==> config.mk <==
export PLATFORM = sky130hd
export DESIGN_NAME = multicycle_control_unit_flat
export DESIGN_NICKNAME = d
export VERILOG_FILES = /design/src/rtl/multicycle_control_unit_if.sv /design/src/rtl/multicycle_control_unit.sv /design/src/flat_wrapper.sv
export SDC_FILE = /design/constraint.sdc
export NUM_CORES = 1
export LEC_CHECK = 0
export BUFFER_PORTS_ARGS = -buffer_cell sky130_fd_sc_hd__buf_2
export CORE_ASPECT_RATIO = 1.25
export CORE_MARGIN = 10
export CORE_UTILIZATION = 30
export CTS_BUF_LIST = sky130_fd_sc_hd__clkbuf_16
export CTS_CLUSTER_DIAMETER = 40
export DETAILED_ROUTE_END_ITERATION = 10
export GPL_TIMING_DRIVEN = 0
export SYNTH_ARGS = -nofsm -noshare
export SYNTH_HDL_FRONTEND = slang
export SYNTH_SLANG_ARGS = --single-unit
==> constraint.sdc <==
create_clock -name clk -period 2.3 [get_ports clk]
set_clock_uncertainty 0.05 [all_clocks]
set_input_delay 0.115 -clock clk [delete_from_list [all_inputs] [get_ports clk]]
set_output_delay 0.115 -clock clk [all_outputs]
set_load 0.03 [all_outputs]
==> src/rtl/multicycle_control_unit_if.sv <==
`default_nettype none
// ============================================================================
// Module   : multicycle_control_unit_if
// Brief    : Opcode/handshake inputs and control strobes of the control unit.
// Revision : 1.0
// ============================================================================
interface multicycle_control_unit_if #(
    parameter int CNT_W = 16
);
    logic [6:0]       opcode;
    logic             mem_ready;
    logic             pc_write;
    logic             ir_write;
    logic             i_or_d;
    logic             mem_read;
    logic             mem_write;
    logic             mem_to_reg;
    logic             link_sel;
    logic [1:0]       ALU_src_a;
    logic [1:0]       ALU_src_b;
    logic [1:0]       ALU_op;
    logic             reg_write;
    logic             branch;
    logic             illegal;
    logic             mem_err;
    logic [3:0]       state;
    logic [CNT_W-1:0] instr_count;

    modport master (
        output opcode, mem_ready,
        input  pc_write, ir_write, i_or_d, mem_read, mem_write, mem_to_reg,
               link_sel, ALU_src_a, ALU_src_b, ALU_op, reg_write, branch,
               illegal, mem_err, state, instr_count
    );

    modport slave (
        input  opcode, mem_ready,
        output pc_write, ir_write, i_or_d, mem_read, mem_write, mem_to_reg,
               link_sel, ALU_src_a, ALU_src_b, ALU_op, reg_write, branch,
               illegal, mem_err, state, instr_count
    );
endinterface
`default_nettype wire

==> src/rtl/multicycle_control_unit.sv <==
`default_nettype none
// ============================================================================
// Module   : multicycle_control_unit
// Brief    : Multicycle CPU control FSM with memory timeout trap and retired-
//            instruction counter. Macro JAL_EN adds the JAL state.
// Revision : 1.0
// ============================================================================
module multicycle_control_unit #(
    parameter int MEM_TIMEOUT = 15,
    parameter int CNT_W       = 16
) (
    input wire                     clk,
    input wire                     rst_n,
    multicycle_control_unit_if.slave bus
);

    typedef enum logic [3:0] {
        S_FETCH    = 4'd0,
        S_DECODE   = 4'd1,
        S_EXEC_R   = 4'd2,
        S_EXEC_I   = 4'd3,
        S_MEM_ADDR = 4'd4,
        S_MEM_RD   = 4'd5,
        S_MEM_WR   = 4'd6,
        S_WB_ALU   = 4'd7,
        S_WB_MEM   = 4'd8,
        S_BRANCH   = 4'd9,
`ifdef JAL_EN
        S_JAL      = 4'd10,
`endif
        S_ERROR    = 4'd15
    } state_t;

    typedef struct packed {
        logic       pc_write;
        logic       i_or_d;
        logic       mem_read;
        logic       mem_write;
        logic       mem_to_reg;
        logic       link_sel;
        logic [1:0] src_a;
        logic [1:0] src_b;
        logic [1:0] alu_op;
        logic       reg_write;
        logic       branch;
    } ctrl_t;

    localparam logic [6:0] c_OP_R   = 7'b0110011;
    localparam logic [6:0] c_OP_I   = 7'b0010011;
    localparam logic [6:0] c_OP_LW  = 7'b0000011;
    localparam logic [6:0] c_OP_SW  = 7'b0100011;
    localparam logic [6:0] c_OP_BR  = 7'b1100011;
`ifdef JAL_EN
    localparam logic [6:0] c_OP_JAL = 7'b1101111;
`endif
    localparam int          c_TW        = $clog2(MEM_TIMEOUT + 1);
    localparam logic [c_TW-1:0] c_WAIT_LAST = c_TW'(MEM_TIMEOUT - 1);

    state_t           r_state;
    ctrl_t            r_ctrl;
    logic [6:0]       r_opcode;
    logic [c_TW-1:0]  r_wait;
    logic [CNT_W-1:0] r_count;
    logic             r_mem_err;
    logic             r_illegal;

    state_t w_next;
    logic   w_wait_state;
    logic   w_timeout;
    logic   w_retire;
    logic   w_fetch_go;

    // Strobe pattern for a given state; registered against the next state.
    function automatic ctrl_t f_decode(input state_t s);
        ctrl_t c;
        c = '0;
        case (s)
            S_FETCH:    begin c.mem_read = 1'b1; c.src_b = 2'b01; end
            S_DECODE:   c.src_b = 2'b10;
            S_EXEC_R:   begin c.src_a = 2'b01; c.alu_op = 2'b10; end
            S_EXEC_I:   begin c.src_a = 2'b01; c.src_b = 2'b10; c.alu_op = 2'b10; end
            S_MEM_ADDR: begin c.src_a = 2'b01; c.src_b = 2'b10; end
            S_MEM_RD:   begin c.mem_read = 1'b1; c.i_or_d = 1'b1; end
            S_MEM_WR:   begin c.mem_write = 1'b1; c.i_or_d = 1'b1; end
            S_WB_ALU:   c.reg_write = 1'b1;
            S_WB_MEM:   begin c.reg_write = 1'b1; c.mem_to_reg = 1'b1; end
            S_BRANCH:   begin c.src_a = 2'b01; c.alu_op = 2'b01; c.branch = 1'b1; end
`ifdef JAL_EN
            S_JAL: begin
                c.pc_write = 1'b1; c.src_a = 2'b10; c.src_b = 2'b10;
                c.reg_write = 1'b1; c.link_sel = 1'b1;
            end
`endif
            default:    c = '0;
        endcase
        return c;
    endfunction

    always_comb begin
        w_wait_state = (r_state == S_FETCH) || (r_state == S_MEM_RD) ||
                       (r_state == S_MEM_WR);
        w_timeout    = w_wait_state && !bus.mem_ready && (r_wait == c_WAIT_LAST);
        w_next       = r_state;
        case (r_state)
            S_FETCH:    if (bus.mem_ready) w_next = S_DECODE;
                        else if (w_timeout) w_next = S_ERROR;
            S_DECODE: begin
                case (bus.opcode)
                    c_OP_R:           w_next = S_EXEC_R;
                    c_OP_I:           w_next = S_EXEC_I;
                    c_OP_LW, c_OP_SW: w_next = S_MEM_ADDR;
                    c_OP_BR:          w_next = S_BRANCH;
`ifdef JAL_EN
                    c_OP_JAL:         w_next = S_JAL;
`endif
                    default:          w_next = S_FETCH;
                endcase
            end
            S_EXEC_R, S_EXEC_I: w_next = S_WB_ALU;
            S_MEM_ADDR: w_next = (r_opcode == c_OP_SW) ? S_MEM_WR : S_MEM_RD;
            S_MEM_RD:   if (bus.mem_ready) w_next = S_WB_MEM;
                        else if (w_timeout) w_next = S_ERROR;
            S_MEM_WR:   if (bus.mem_ready) w_next = S_FETCH;
                        else if (w_timeout) w_next = S_ERROR;
            S_WB_ALU, S_WB_MEM, S_BRANCH: w_next = S_FETCH;
`ifdef JAL_EN
            S_JAL:      w_next = S_FETCH;
`endif
            S_ERROR:    w_next = S_ERROR;
            default:    w_next = S_FETCH;
        endcase
        w_retire = (w_next == S_FETCH) &&
                   ((r_state == S_WB_ALU) || (r_state == S_WB_MEM) ||
`ifdef JAL_EN
                    (r_state == S_JAL) ||
`endif
                    (r_state == S_MEM_WR) || (r_state == S_BRANCH));
    end

    always_ff @(posedge clk or negedge rst_n) begin
        if (!rst_n) begin
            r_state   <= S_FETCH;
            r_ctrl    <= f_decode(S_FETCH);
            r_opcode  <= '0;
            r_wait    <= '0;
            r_count   <= '0;
            r_mem_err <= 1'b0;
            r_illegal <= 1'b0;
        end else begin
            r_state   <= w_next;
            r_ctrl    <= f_decode(w_next);
            if (r_state == S_DECODE)
                r_opcode <= bus.opcode;
            if (w_next != r_state)
                r_wait <= '0;
            else if (w_wait_state && !bus.mem_ready)
                r_wait <= r_wait + 1'b1;
            if (w_retire)
                r_count <= r_count + 1'b1;
            // Only an unsupported opcode sends DECODE straight back to FETCH.
            r_illegal <= (r_state == S_DECODE) && (w_next == S_FETCH);
            if (w_next == S_ERROR)
                r_mem_err <= 1'b1;
        end
    end

    // Gated by rst_n so no PC/IR update is seen while reset is held.
    assign w_fetch_go      = rst_n && (r_state == S_FETCH) && bus.mem_ready;

    assign bus.pc_write    = w_fetch_go | r_ctrl.pc_write;
    assign bus.ir_write    = w_fetch_go;
    assign bus.i_or_d      = r_ctrl.i_or_d;
    assign bus.mem_read    = r_ctrl.mem_read;
    assign bus.mem_write   = r_ctrl.mem_write;
    assign bus.mem_to_reg  = r_ctrl.mem_to_reg;
    assign bus.link_sel    = r_ctrl.link_sel;
    assign bus.ALU_src_a   = r_ctrl.src_a;
    assign bus.ALU_src_b   = r_ctrl.src_b;
    assign bus.ALU_op      = r_ctrl.alu_op;
    assign bus.reg_write   = r_ctrl.reg_write;
    assign bus.branch      = r_ctrl.branch;
    assign bus.illegal     = r_illegal;
    assign bus.mem_err     = r_mem_err;
    assign bus.state       = r_state;
    assign bus.instr_count = r_count;

endmodule
`default_nettype wire

==> src/flat_wrapper.sv <==
// flat-port wrapper written by rule: the top's interface ports become plain ports
module multicycle_control_unit_flat 
#(
    parameter int MEM_TIMEOUT = 15,
    parameter int CNT_W       = 16
)
  (clk, rst_n, bus_opcode, bus_mem_ready, bus_pc_write, bus_ir_write, bus_i_or_d, bus_mem_read, bus_mem_write, bus_mem_to_reg, bus_link_sel, bus_ALU_src_a, bus_ALU_src_b, bus_ALU_op, bus_reg_write, bus_branch, bus_illegal, bus_mem_err, bus_state, bus_instr_count);
  multicycle_control_unit_if #(.CNT_W(CNT_W)) bus_i ();
  input wire clk;
  input wire rst_n;
  input wire logic [$bits(bus_i.opcode)-1:0] bus_opcode;
  input wire logic [$bits(bus_i.mem_ready)-1:0] bus_mem_ready;
  output wire logic [$bits(bus_i.pc_write)-1:0] bus_pc_write;
  output wire logic [$bits(bus_i.ir_write)-1:0] bus_ir_write;
  output wire logic [$bits(bus_i.i_or_d)-1:0] bus_i_or_d;
  output wire logic [$bits(bus_i.mem_read)-1:0] bus_mem_read;
  output wire logic [$bits(bus_i.mem_write)-1:0] bus_mem_write;
  output wire logic [$bits(bus_i.mem_to_reg)-1:0] bus_mem_to_reg;
  output wire logic [$bits(bus_i.link_sel)-1:0] bus_link_sel;
  output wire logic [$bits(bus_i.ALU_src_a)-1:0] bus_ALU_src_a;
  output wire logic [$bits(bus_i.ALU_src_b)-1:0] bus_ALU_src_b;
  output wire logic [$bits(bus_i.ALU_op)-1:0] bus_ALU_op;
  output wire logic [$bits(bus_i.reg_write)-1:0] bus_reg_write;
  output wire logic [$bits(bus_i.branch)-1:0] bus_branch;
  output wire logic [$bits(bus_i.illegal)-1:0] bus_illegal;
  output wire logic [$bits(bus_i.mem_err)-1:0] bus_mem_err;
  output wire logic [$bits(bus_i.state)-1:0] bus_state;
  output wire logic [$bits(bus_i.instr_count)-1:0] bus_instr_count;
  assign bus_i.opcode = bus_opcode;
  assign bus_i.mem_ready = bus_mem_ready;
  assign bus_pc_write = bus_i.pc_write;
  assign bus_ir_write = bus_i.ir_write;
  assign bus_i_or_d = bus_i.i_or_d;
  assign bus_mem_read = bus_i.mem_read;
  assign bus_mem_write = bus_i.mem_write;
  assign bus_mem_to_reg = bus_i.mem_to_reg;
  assign bus_link_sel = bus_i.link_sel;
  assign bus_ALU_src_a = bus_i.ALU_src_a;
  assign bus_ALU_src_b = bus_i.ALU_src_b;
  assign bus_ALU_op = bus_i.ALU_op;
  assign bus_reg_write = bus_i.reg_write;
  assign bus_branch = bus_i.branch;
  assign bus_illegal = bus_i.illegal;
  assign bus_mem_err = bus_i.mem_err;
  assign bus_state = bus_i.state;
  assign bus_instr_count = bus_i.instr_count;
  multicycle_control_unit #(.MEM_TIMEOUT(MEM_TIMEOUT), .CNT_W(CNT_W)) u_core (.clk(clk), .rst_n(rst_n), .bus(bus_i));
endmodule
* Word-level counts from Yosys, hierarchy flattened
Cells that the tools add are included.
Storage, ports and cells: bits in writable memories 0, memories kept 0, latch bits 0, ROM bits 0, word-level logic and storage cells 86, register bits after elaboration 44
Operators by class: div/mod/pow operators 0, reductions and logical operators 23, $mul 0, $lt $le $gt $ge 0, muxes and demuxes 18, shift-type cells 0, $add $sub $neg 2, bitwise gates (word level) 0, eq/ne operators 28
Operator list (count):
- $eq A4 B3 Y1 const B | 8
- $eq A4 B4 Y1 const B | 7
- $pmux W4 S7 | 1
- $mux W4 | 6
- $eq A7 B6 Y1 const B | 3
- $add A16 B1 Y16 const B | 1
- $eq A4 B2 Y1 const B | 4
- $pmux W4 S4 | 1
- $reduce_or A2 Y1 | 6
- $eq A4 B1 Y1 const B | 2
- $logic_not A4 Y1 | 2
- $pmux W2 S2 | 2
- $eq A7 B2 Y1 const B | 1
- $eq A7 B5 Y1 const B | 1
- $eq A7 B7 Y1 const B | 1
- $mux W1 | 7
- $logic_and A1 B1 Y1 | 6
- $logic_or A1 B1 Y1 | 5
- $add A4 B1 Y4 const B | 1
- $ne A4 B4 Y1 | 1
- $reduce_or A4 Y1 | 1
- $reduce_or A3 Y1 | 1
- $mux W2 | 1
- $reduce_bool A2 Y1 | 1
- $logic_not A1 Y1 | 1

* Logic depth before layout (Yosys ltp)
Gate-level depths: netlist of run 1.
word-level depth 11, depth in mapped cells 8, depth with buffers taken out 8

* Worst setup path after synthesis of run 1
OpenSTA, ideal clock, no wires.
path kind reg-to-reg, start point register u_core.r_state[1], in the netlist u_core.bus.state[1], end point register u_core.r_wait[0], clock period less this slack 2.126 ns, arrival 1.945 ns, stages on the path, launching flop included 8, library setup time 0.131 ns, slack 0.174 ns, path through dfrtp_1 -> buf_6 -> nor4b_4 -> nand2_2 -> or4b_4 -> nand3_4 -> xor2_2 -> nor3_1
Between the ends: word-level cells in the longest chain between the ends 10
Ends and longest elaborated chain:
- start, declared | line multicycle_control_unit.sv:59 | state_t r_state;
- start signal, assigned | line multicycle_control_unit.sv:150 | r_state <= w_next;
- $eq A4 B3 Y1 / $logic_not A4 Y1 (equally long branches) | line multicycle_control_unit.sv:100, multicycle_control_unit.sv:104
- $logic_or A1 B1 Y1 (2 in a row) | line multicycle_control_unit.sv:100 | w_wait_state = (r_state == S_FETCH) || (r_state == S_MEM_RD) ||
- $logic_and A1 B1 Y1 (2 in a row) | line multicycle_control_unit.sv:102 | w_timeout = w_wait_state && !bus.mem_ready && (r_wait == c_WAIT_LAST);
- $mux W4 | line multicycle_control_unit.sv:106, multicycle_control_unit.sv:122, multicycle_control_unit.sv:124
- $mux W4 (on tied branches) | line multicycle_control_unit.sv:123, multicycle_control_unit.sv:105, multicycle_control_unit.sv:121
- $pmux W4 S7 (*) | line multicycle_control_unit.sv:104 | case (r_state)
- net u_core.w_next[0] | line multicycle_control_unit.sv:67 | state_t w_next;
- $ne A4 B4 Y1 (*) | line multicycle_control_unit.sv:154 | if (w_next != r_state)
- $mux W4 / $reduce_bool A2 Y1 (equally long branches)
- end signal, assigned | line multicycle_control_unit.sv:157 | r_wait <= r_wait + 1'b1;
- end, declared | line multicycle_control_unit.sv:62 | logic [c_TW-1:0] r_wait;
Mark *: on every way through the listed nets, which the timed path passes. The rest lies on a longest branch. A chain may end at the register's enable or synchronous reset.

* Final worst setup path of run 1
start point register u_core.r_state[2], in the netlist u_core.bus.state[2], end point register u_core.r_ctrl, in the netlist u_core.bus.mem_read
Between the ends: word-level cells in the longest chain between the ends 11
Ends and longest elaborated chain:
- $eq A4 B3 Y1 / $logic_not A4 Y1 (equally long branches) | line multicycle_control_unit.sv:100, multicycle_control_unit.sv:104
- $logic_or A1 B1 Y1 (2 in a row) | line multicycle_control_unit.sv:100
- $logic_and A1 B1 Y1 (2 in a row) | line multicycle_control_unit.sv:102
- $mux W4 | line multicycle_control_unit.sv:106, multicycle_control_unit.sv:122, multicycle_control_unit.sv:124
- $mux W4 (on tied branches) | line multicycle_control_unit.sv:123, multicycle_control_unit.sv:105, multicycle_control_unit.sv:121
- $pmux W4 S7 (*) | line multicycle_control_unit.sv:104
- net u_core.w_next[0] | line multicycle_control_unit.sv:67
- $eq A4 B3 Y1 / $logic_not A4 Y1 (equally long branches) | line multicycle_control_unit.sv:77 | case (s)
- $reduce_or A2 Y1 (no line) (*)
- $mux W1 (*) | line multicycle_control_unit.sv:77
- end signal, assigned | line multicycle_control_unit.sv:143 | r_ctrl <= f_decode(S_FETCH);
- end signal, assigned | line multicycle_control_unit.sv:151 | r_ctrl <= f_decode(w_next);
- end, declared | line multicycle_control_unit.sv:60 | ctrl_t r_ctrl;
Marked as above.

==> results.md, run 1 <==
* Count of cell types in the netlist at 57
* Max reg flops at 16
* Vias in the first global route at 1751
* Cells on Worst Hold Path at 3
* Die span in y at 117 microns
* Library cell used as clock root buffer: clkbuf_16
* Total power density per cell area at 1300 nW/um^2
* Worst-skew pair later-pin latency at 0.28 ns
* Setup repair after global routing missed its margin: false
* Seq/Total Area, Yosys at 47.9%
* CP Max Fanout at 9
* Die W at 97.5 microns
* Area of the die at 11400 sq um
* Most used flip-flop cell after synthesis: dfrtp_1
* Final Worst Setup Slack at 0.144 ns
* Cell Rows at 35
* Post-place instance area at 2580 sq um
* Total via count after detailed routing at 1755
* Routability cong. at 0.840
* Leakage power at 1.39 nW
* Highest Clock Rate at 464 MHz
* DRT Wirelength at 5260 microns
* Arrival time of the worst setup path at 2.30 ns
* Post-Route Hold Slack at 0.0101 ns
* Accumulated negative setup slack at 0 ns
* Total of buffers placed on input and output ports at 43
* H-tree depth at 2
* Maximum capacitance violations at 0
* Worst hold path class: primary input to flip-flop
* Final clock period utilization by the worst path at 93.7%
* Layout net count at 285
* Number of iterations in the first detailed-routing pass at 4
* Largest net degree at the start of global routing at 45
* TritonCTS clock tree: done
* Starting Density at 30.6%
* Post-synthesis cell count at 216
* Number of I/O pins at 47
* Gr usage total at 9.20%
* Post-synthesis register bit count at 43
* Post-Place Worst Slack at -0.00996 ns
* Final Hold Viols at 0
* Top library cells by usage in the layout, fill and taps aside: 44 x buf_2, 41 x dfrtp_1, 31 x nand2_1
* Commonest non-fill, non-tap cell in the layout: buf_2
* Total of endpoints with negative setup slack in the final report at 0
* Area of all placed cells without fillers at 2830 sq um
* Cts bufs inserted at 5
* Max-Slew Margin vs Limit at 56.9%
* Clock-pin transition on the worst setup and hold timing paths at 0.06 ns
* CP Class: flip-flop to flip-flop
* Reg2Reg Launch Point: u_core.bus.state[2]$_DFF_PN0_
* Actual transition at the worst max-transition pin at 0.637 ns
* Crit start category: flip-flop
* Antenna cells at 0
* Clock period minus final worst setup slack at 2.16 ns
* Status: complete, no violations
* Yosys Warn Count at 0
* Post-Syn Area per Cell at 10.4 sq um
* Start point of the critical path: u_core.bus.state[2]$_DFF_PN0_
* Share of final-layout standard cells stronger than drive strength 1 at 29.3%
* Post-synthesis instance area at 2250 sq um
* Floorplan Core Area at 7360 sq um
* Estimated wirelength of the detail-placed design at 3950 microns
* Required time of the critical path at 2.45 ns
* Crit. End Element: flip-flop
* Worst-path cell with the longest stage delay: or4b_4
* Wire length of the first global-routing pass at 8540 microns
* WL/cell at 14.4 microns
* Post-detailed-route DRC marker count at 0
* IR Drop Worst-Case VDD at 0.615 mV
* Path depth of the worst reg2reg path at 6
* Routed Antenna Nets at 0
* Clock net sink count at 43
* Clock buffer depth at 2
* R2R Setup Slk at 0.14 ns
* Maximum cell stage delay along the critical path at 0.51 ns
* Iteration-0 DRC count of the detailed router at 105
* Routed via count divided by cell count at 4.81
* Number of antenna violations at the first check in global routing at 0
* R2r endpoint: u_core.bus.mem_read$_DFF_PN1_
* Cells traversed along the worst timing path: nor4b_4 > nand2_2 > or4b_4 > nand3_4 > nor2_1 > nor4b_2
* Share of async-settable or async-resettable flops after synthesis at 100%
* Critical path capture point: u_core.bus.mem_read$_DFF_PN1_
* Total congestion overflow at 0
* Post-synth EDFFs at 0
* Synth-to-layout area growth at 25.5%
* Max-slew violation count at 0
==> timing repair <==
| item | in CTS | in global routing |
|---|---|---|
| endpoints found under the setup margin | 4 | 5 |
| pin swaps | 0 | 1 |
| gates resized for setup | 1 | 3 |
| endpoints found under the hold margin | 44 | 0 |
| buffers inserted | 0 | 1 |
| hold buffers | 4 | 0 |
==> synthesized netlist by cell type (all sizes together) (4+ instances only) <==
cell type | n | area (sq um)
dfrtp | 41 | 1030
nand2 | 32 | 123
xnor2 | 16 | 140
nand3 | 12 | 72.6
nor2 | 12 | 45.0
buf | 10 | 77.6
nor3 | 9 | 45.0
and3 | 7 | 48.8
inv | 6 | 22.5
xor2 | 6 | 60.1
nand4 | 5 | 31.3
nor4b | 4 | 56.3
o21a | 4 | 30.0
==> metrics by stage <==
step	std cells	utilization (%)	power (mW)
finish	365	38.4	3.68
global route	365	38.4	3.94
CTS	364	38.0	3.67
detailed placement	352	35.1	2.84
global placement	352	35.1	2.81
floorplan	217	-	2.40
==> worst min path at each step <==
| stage | from | to | slack (ns) |
|---|---|---|---|
| 2_1_floorplan | rst_n | u_core.bus.ALU_op[0]$_DFF_PN0_ | -0.23 |
| 3_3_place_gp | rst_n | u_core.bus.instr_count[8]$_DFFE_PN0P_ | 0.27 |
| 3_5_place_dp | rst_n | u_core.bus.instr_count[7]$_DFFE_PN0P_ | 0.27 |
| 4_1_cts | bus_opcode[3] | u_core.r_opcode[3]$_DFFE_PN0P_ | 0.01 |
| 5_1_grt | bus_opcode[3] | u_core.r_opcode[3]$_DFFE_PN0P_ | 0.05 |
| 6_report | bus_opcode[3] | u_core.r_opcode[3]$_DFFE_PN0P_ | 0.01 |
==> where the power goes <==
part / internal [mW] / switching, mW
Sequential: 0.969 / 0.140
Combinational: 0.659 / 1.11
Clock: 0.512 / 0.291
Total: 2.14 / 1.54
==> routing by layer <==
metal	vias to the layer above	part of all wire [%]	GRT usage, %
li1	868	-	-
met1	842	42	10.2
met2	37	50	15.9
met3	8	5.5	2.64
met4	0	2.1	4.66
met5	-	0	0
==> logic make-up after synthesis <==
group	after synthesis	synth area share [%]
AO/OA/AOI/OAI	25	8.67
XOR/XNOR	22	8.89
adder cells (fa/ha/maj)	3	1.67
buffers and inverters	18	4.78
flip-flops	43	47.9
multiplexers	2	0.945
other	1	0.167
AND/OR/NAND/NOR	102	27.0
==> area by class of cell <==
type,instances,area (sq um)
fill,721,4530
multi-input combinational,156,1090
sequential,43,1080
timing repair buffer,48,265
clock buffer,5,125
tap,92,115
buffer,12,85.1
clock inverter,3,43.8
inverter,6,22.5
==> worst max-delay path, delay by kind of cell, from the launching register on <==
| kind | cells | cell delay (ns) |
|---|---|---|
| flip-flops | 1 | 0.49 |
| AND/OR/NAND/NOR | 6 | 1.52 |
Note: power is estimated with default switching activity, not from simulation.
==> inputs of run 2 (changes only) <==
CORE_ASPECT_RATIO = unset   (was 1.25)
==> results.md, run 2 (same netlist as run 1, synthesis figures left out) <==
* Util after Layout at 38.5%
* Largest net degree at the start of global routing at 45
* Cell Rows at 31
* Routed via count divided by cell count at 4.71
* Wire length of the first global-routing pass at 8830 microns
* Max-Slew Margin vs Limit at 59.5%
* IR Drop Worst-Case VDD at 0.621 mV
* Die W at 107 microns
* Area of the die at 11400 sq um
* Die span in y at 107 microns
* CP Max Fanout at 10
* Area of the multi-input gates at 1080 sq um
* Iteration-0 DRC count of the detailed router at 147
* Leakage power at 1.38 nW
* TritonCTS clock tree: done
* Number of iterations in the first detailed-routing pass at 4
* Max reg flops at 16
* Highest Clock Rate at 451 MHz
* Maximum capacitance violations at 0
* CP Class: flip-flop to flip-flop
* Clock buffer depth at 2
* Crit start category: flip-flop
* Clock period minus final worst setup slack at 2.22 ns
* Routability cong. at 0.780
* Library cell used as clock root buffer: clkbuf_16
* Gr usage total at 9.57%
* Clock net sink count at 43
* Post-Route Hold Slack at 0.00616 ns
* Required time of the critical path at 2.41 ns
* Worst hold path class: primary input to flip-flop
* Crit. End Element: flip-flop
* Worst-path cell with the longest stage delay: or4b_4
* DRT Wirelength at 5320 microns
* Total power density per cell area at 1290 nW/um^2
* Routed Antenna Nets at 0
* H-tree depth at 2
* Final clock period utilization by the worst path at 96.4%
* Arrival time of the worst setup path at 2.33 ns
* Total congestion overflow at 0
* Total of endpoints with negative setup slack in the final report at 0
* Top library cells by usage in the layout, fill and taps aside: 44 x buf_2, 41 x dfrtp_1, 31 x nand2_1
* Synth-to-layout area growth at 24.8%
* Final Hold Viols at 0
* Clock-pin transition on the worst setup and hold timing paths at 0.06 ns
* Cts bufs inserted at 5
* Total via count after detailed routing at 1747
* Cells traversed along the worst timing path: buf_6 > nor4b_4 > nand2_2 > or4b_4 > nand3_4 > xor2_2 > nor3_1
* Max-slew violation count at 0
* Starting Density at 30.9%
* Post-detailed-route DRC marker count at 0
* Commonest non-fill, non-tap cell in the layout: buf_2
* Number of antenna violations at the first check in global routing at 0
* Share of final-layout standard cells stronger than drive strength 1 at 29.4%
* Antenna cells at 0
* Estimated wirelength of the detail-placed design at 3970 microns
* Register area at 1080 sq um
* Status: complete, no violations
* Floorplan Core Area at 7290 sq um
* Vias in the first global route at 1753
* Worst-skew pair later-pin latency at 0.28 ns
* Layout net count at 284
* Maximum cell stage delay along the critical path at 0.51 ns
* Actual transition at the worst max-transition pin at 0.608 ns
* WL/cell at 14.3 microns
* Total of buffers placed on input and output ports at 43
* Number of fillers in the final layout at 768
* Number of I/O pins at 47
run 2: power by group:
group          switching [mW]  total, mW  internal [mW]
clock                   0.277      0.783          0.506
combinational            1.10       1.75          0.650
sequential              0.135       1.10          0.968
total                    1.51       3.64           2.12
run 2: path summary, 6_finish.rpt:
check | start | end | slack [ns] | depth (start not counted)
max in group asynchronous | rst_n | u_core.bus.state[1]$_DFF_PN0_ | 1.43 | 2
worst max-delay path | u_core.bus.state[1]$_DFF_PN0_ | u_core.r_wait[2]$_DFFE_PN0P_ | 0.08 | 7
worst min register to register | u_core.bus.mem_err$_DFFE_PN0N_ | u_core.bus.mem_err$_DFFE_PN0N_ | 0.41 | 1
worst max register to register | u_core.bus.state[1]$_DFF_PN0_ | u_core.r_wait[2]$_DFFE_PN0P_ | 0.08 | 7
min in group asynchronous | rst_n | u_core.bus.instr_count[6]$_DFFE_PN0P_ | 0.36 | 2
worst min-delay path | bus_opcode[1] | u_core.r_opcode[1]$_DFFE_PN0P_ | 0.006 | 3
run 2: worst max-delay path: cells and delay by family, from the launching register on:
family                    cells  cell delay, ns
and+or+nand+nor               5            1.25
DFF                           1            0.38
xor gates and xnor gates      1            0.25
buffers and inverters         1            0.14
run 2: what timing repair did:
| item | 4_1_cts | 5_1_grt |
|---|---|---|
| resized for setup | 0 | 4 |
| hold endpoints to repair | 43 | 0 |
| buffers inserted | 0 | 1 |
| endpoints found under the setup margin | 0 | 9 |
| hold buffers | 3 | 0 |
run 2: layer usage:
layer | wire length [microns] | track usage [%] | vias up
li1 | - | - | 861
met1 | 2310 | 11.3 | 845
met2 | 2580 | 15.3 | 37
met3 | 388 | 4.01 | 4
met4 | 46 | 3.29 | 0
met5 | 0 | 0 | -
run 2: final cells by class:
type                            instances  area share, %
Timing Repair Buffer                   47           9.08
Buffer                                 12           3.03
Tap cell                               99           4.41
Sequential cell                        43           38.4
Inverter                                6          0.801
Clock inverter                          3           1.38
Multi-Input combinational cell        156           38.5
Clock buffer                            5           4.45
run 2: through the flow:
stage          cell area [sq um]  TNS [ns]  cells  worst slack (ns)  power, mW
6_report                    2810         0    371            0.0833       3.64
5_1_grt                     2810   -0.0784    371           -0.0416       3.93
4_1_cts                     2790         0    370            0.0157       3.65
3_5_place_dp                2590         0    359            0.0684       2.83
3_3_place_gp                2590         0    359            0.0561       2.82
2_1_floorplan               2250         0    217             0.174       2.40
==> inputs of run 3 (changes only) <==
clock period = 2 ns   (was 2.3 ns; I/O delays follow)
==> results.md, run 3 (same netlist as run 1, synthesis figures left out) <==
* Status: finished, violations left
* Violations in the final reports: negative hold slack, negative setup slack
* Vias in the first global route at 1819
* Cts bufs inserted at 5
* Post-Route Hold Slack at -0.0783 ns
* Final Hold Viols at 41
* Crit start category: flip-flop
* IR Drop Worst-Case VDD at 0.703 mV
* Crit. End Element: flip-flop
* Worst-skew pair later-pin latency at 0.28 ns
* Estimated wirelength of the detail-placed design at 4050 microns
* Clock buffer depth at 2
* DRT Wirelength at 5670 microns
* Top library cells by usage in the layout, fill and taps aside: 43 x buf_2, 37 x dfrtp_1, 31 x nand2_1
* Maximum capacitance violations at 0
* Floorplan Core Area at 7290 sq um
* Total congestion overflow at 0
* Util after Layout at 41.3%
* Die W at 107 microns
* Max-Slew Margin vs Limit at 35.3%
* Die span in y at 107 microns
* Antenna cells at 0
* Commonest non-fill, non-tap cell in the layout: buf_2
* Post-place instance area at 2620 sq um
* WL/cell at 14.7 microns
* Max reg flops at 16
* Area of the die at 11400 sq um
* Clock-pin transition on the worst setup and hold timing paths at 0.07 ns
* Post-Place Worst Slack at -0.148 ns
* Total of endpoints with negative setup slack in the final report at 6
* CP Class: flip-flop to flip-flop
* Starting Density at 30.9%
* Share of final-layout standard cells stronger than drive strength 1 at 39.9%
* Area of all placed cells without fillers at 3010 sq um
* Actual transition at the worst max-transition pin at 0.970 ns
* Final clock period utilization by the worst path at 103%
* Routed Antenna Nets at 0
* Clock net sink count at 43
* Number of iterations in the first detailed-routing pass at 4
* Required time of the critical path at 2.10 ns
* Total power density per cell area at 1480 nW/um^2
* H-tree depth at 2
* Leakage power at 1.45 nW
* Number of antenna violations at the first check in global routing at 0
* Total via count after detailed routing at 1801
* Worst hold path class: primary input to async pin
* Library cell used as clock root buffer: clkbuf_16
* Wire length of the first global-routing pass at 9310 microns
* Setup repair after global routing missed its margin: true
* Cell Rows at 31
* Post-detailed-route DRC marker count at 0
* Max-slew violation count at 0
* Arrival time of the worst setup path at 2.17 ns
* Routability cong. at 0.836
* Layout net count at 298
* Final Worst Setup Slack at -0.0637 ns
* Synth-to-layout area growth at 33.7%
* Routed via count divided by cell count at 4.68
* Number of fillers in the final layout at 758
* TritonCTS clock tree: done
* CP Max Fanout at 10
* Clock period minus final worst setup slack at 2.06 ns
* Iteration-0 DRC count of the detailed router at 68
* Path depth of the worst reg2reg path at 7
* Highest Clock Rate at 485 MHz
* Number of I/O pins at 47
* Gr usage total at 9.92%
* Largest net degree at the start of global routing at 45
* Total of buffers placed on input and output ports at 43
==> run 3: cell types whose count changed in the layout (fill, tap and decap cells not counted), moves of 2 or more <==
cell        change
buf_4          +15
clkinvlp_4      +2
dfrtp_1         -4
dfrtp_2         +4
nor2_1          -4
nor2_4          +3
nor3_1          -4
nor3_2          +4
==> run 3: final timing paths <==
check,start,to,slack (ns)
hold reg to reg,u_core.bus.mem_err$_DFFE_PN0N_,u_core.bus.mem_err$_DFFE_PN0N_,0.40
max in group asynchronous,rst_n,u_core.bus.state[2]$_DFF_PN0_,1.31
hold / removal,rst_n,u_core.bus.instr_count[12]$_DFFE_PN0P_,-0.08
setup reg to reg,u_core.bus.state[2]$_DFF_PN0_,u_core.r_wait[2]$_DFFE_PN0P_,-0.06
setup / recovery,u_core.bus.state[2]$_DFF_PN0_,u_core.r_wait[2]$_DFFE_PN0P_,-0.06
min in group clk,bus_opcode[3],u_core.r_opcode[3]$_DFFE_PN0P_,0
==> run 3: cell type report <==
type	instances	area, sq um	area share, %
buffer	11	82.6	2.74
clock buffer	5	125	4.16
clock inverter	3	23.8	0.790
inverter	6	22.5	0.748
multi-input combinational	156	1180	39.3
sequential	43	1080	36.0
tap	99	124	4.11
timing repair buffer	62	365	12.1
==> run 3: worst max-delay path, stage by stage (launching register included) <==
cell and delay, ns:
dfrtp_2 0.46, buf_4 0.16, buf_6 0.13, xnor2_1 0.12, a22o_2 0.26, or3_1 0.39
a21oi_2 0.26, nor3_1 0.10
==> run 3: stage by stage <==
stage	cells	power [mW]	TNS, ns
4_1_cts	378	4.28	-0.533
6_report	385	4.46	-0.269
3_5_place_dp	359	3.30	-1.30
5_1_grt	385	4.77	-1.22
3_3_place_gp	359	3.29	-1.17
2_1_floorplan	217	2.81	-0.0116
==> run 3: metal layers <==
metal / track usage, % / part of all wire, % / vias up
li1: - / - / 895
met1: 12.9 / 46 / 863
met2: 15.8 / 48 / 37
met3: 2.69 / 4.8 / 6
met4: 2.71 / 1.4 / 0
met5: 0 / 0 / -
==> run 3: what timing repair did <==
action / CTS / global route
gates resized for setup: 9 / 18
endpoints found under the hold margin: 44 / 0
setup endpoints to repair: 19 / 21
setup buffers: 9 / 7
hold buffers: 3 / 0
pin swaps: 7 / 11
==> run 3: where the power goes <==
part	internal (mW)	total, mW	switching, mW	leakage [nW]
Combinational	0.961	2.35	1.38	0.820
Clock	0.466	0.806	0.339	0.0664
Sequential	1.12	1.31	0.189	0.561
Total	2.55	4.46	1.91	1.45
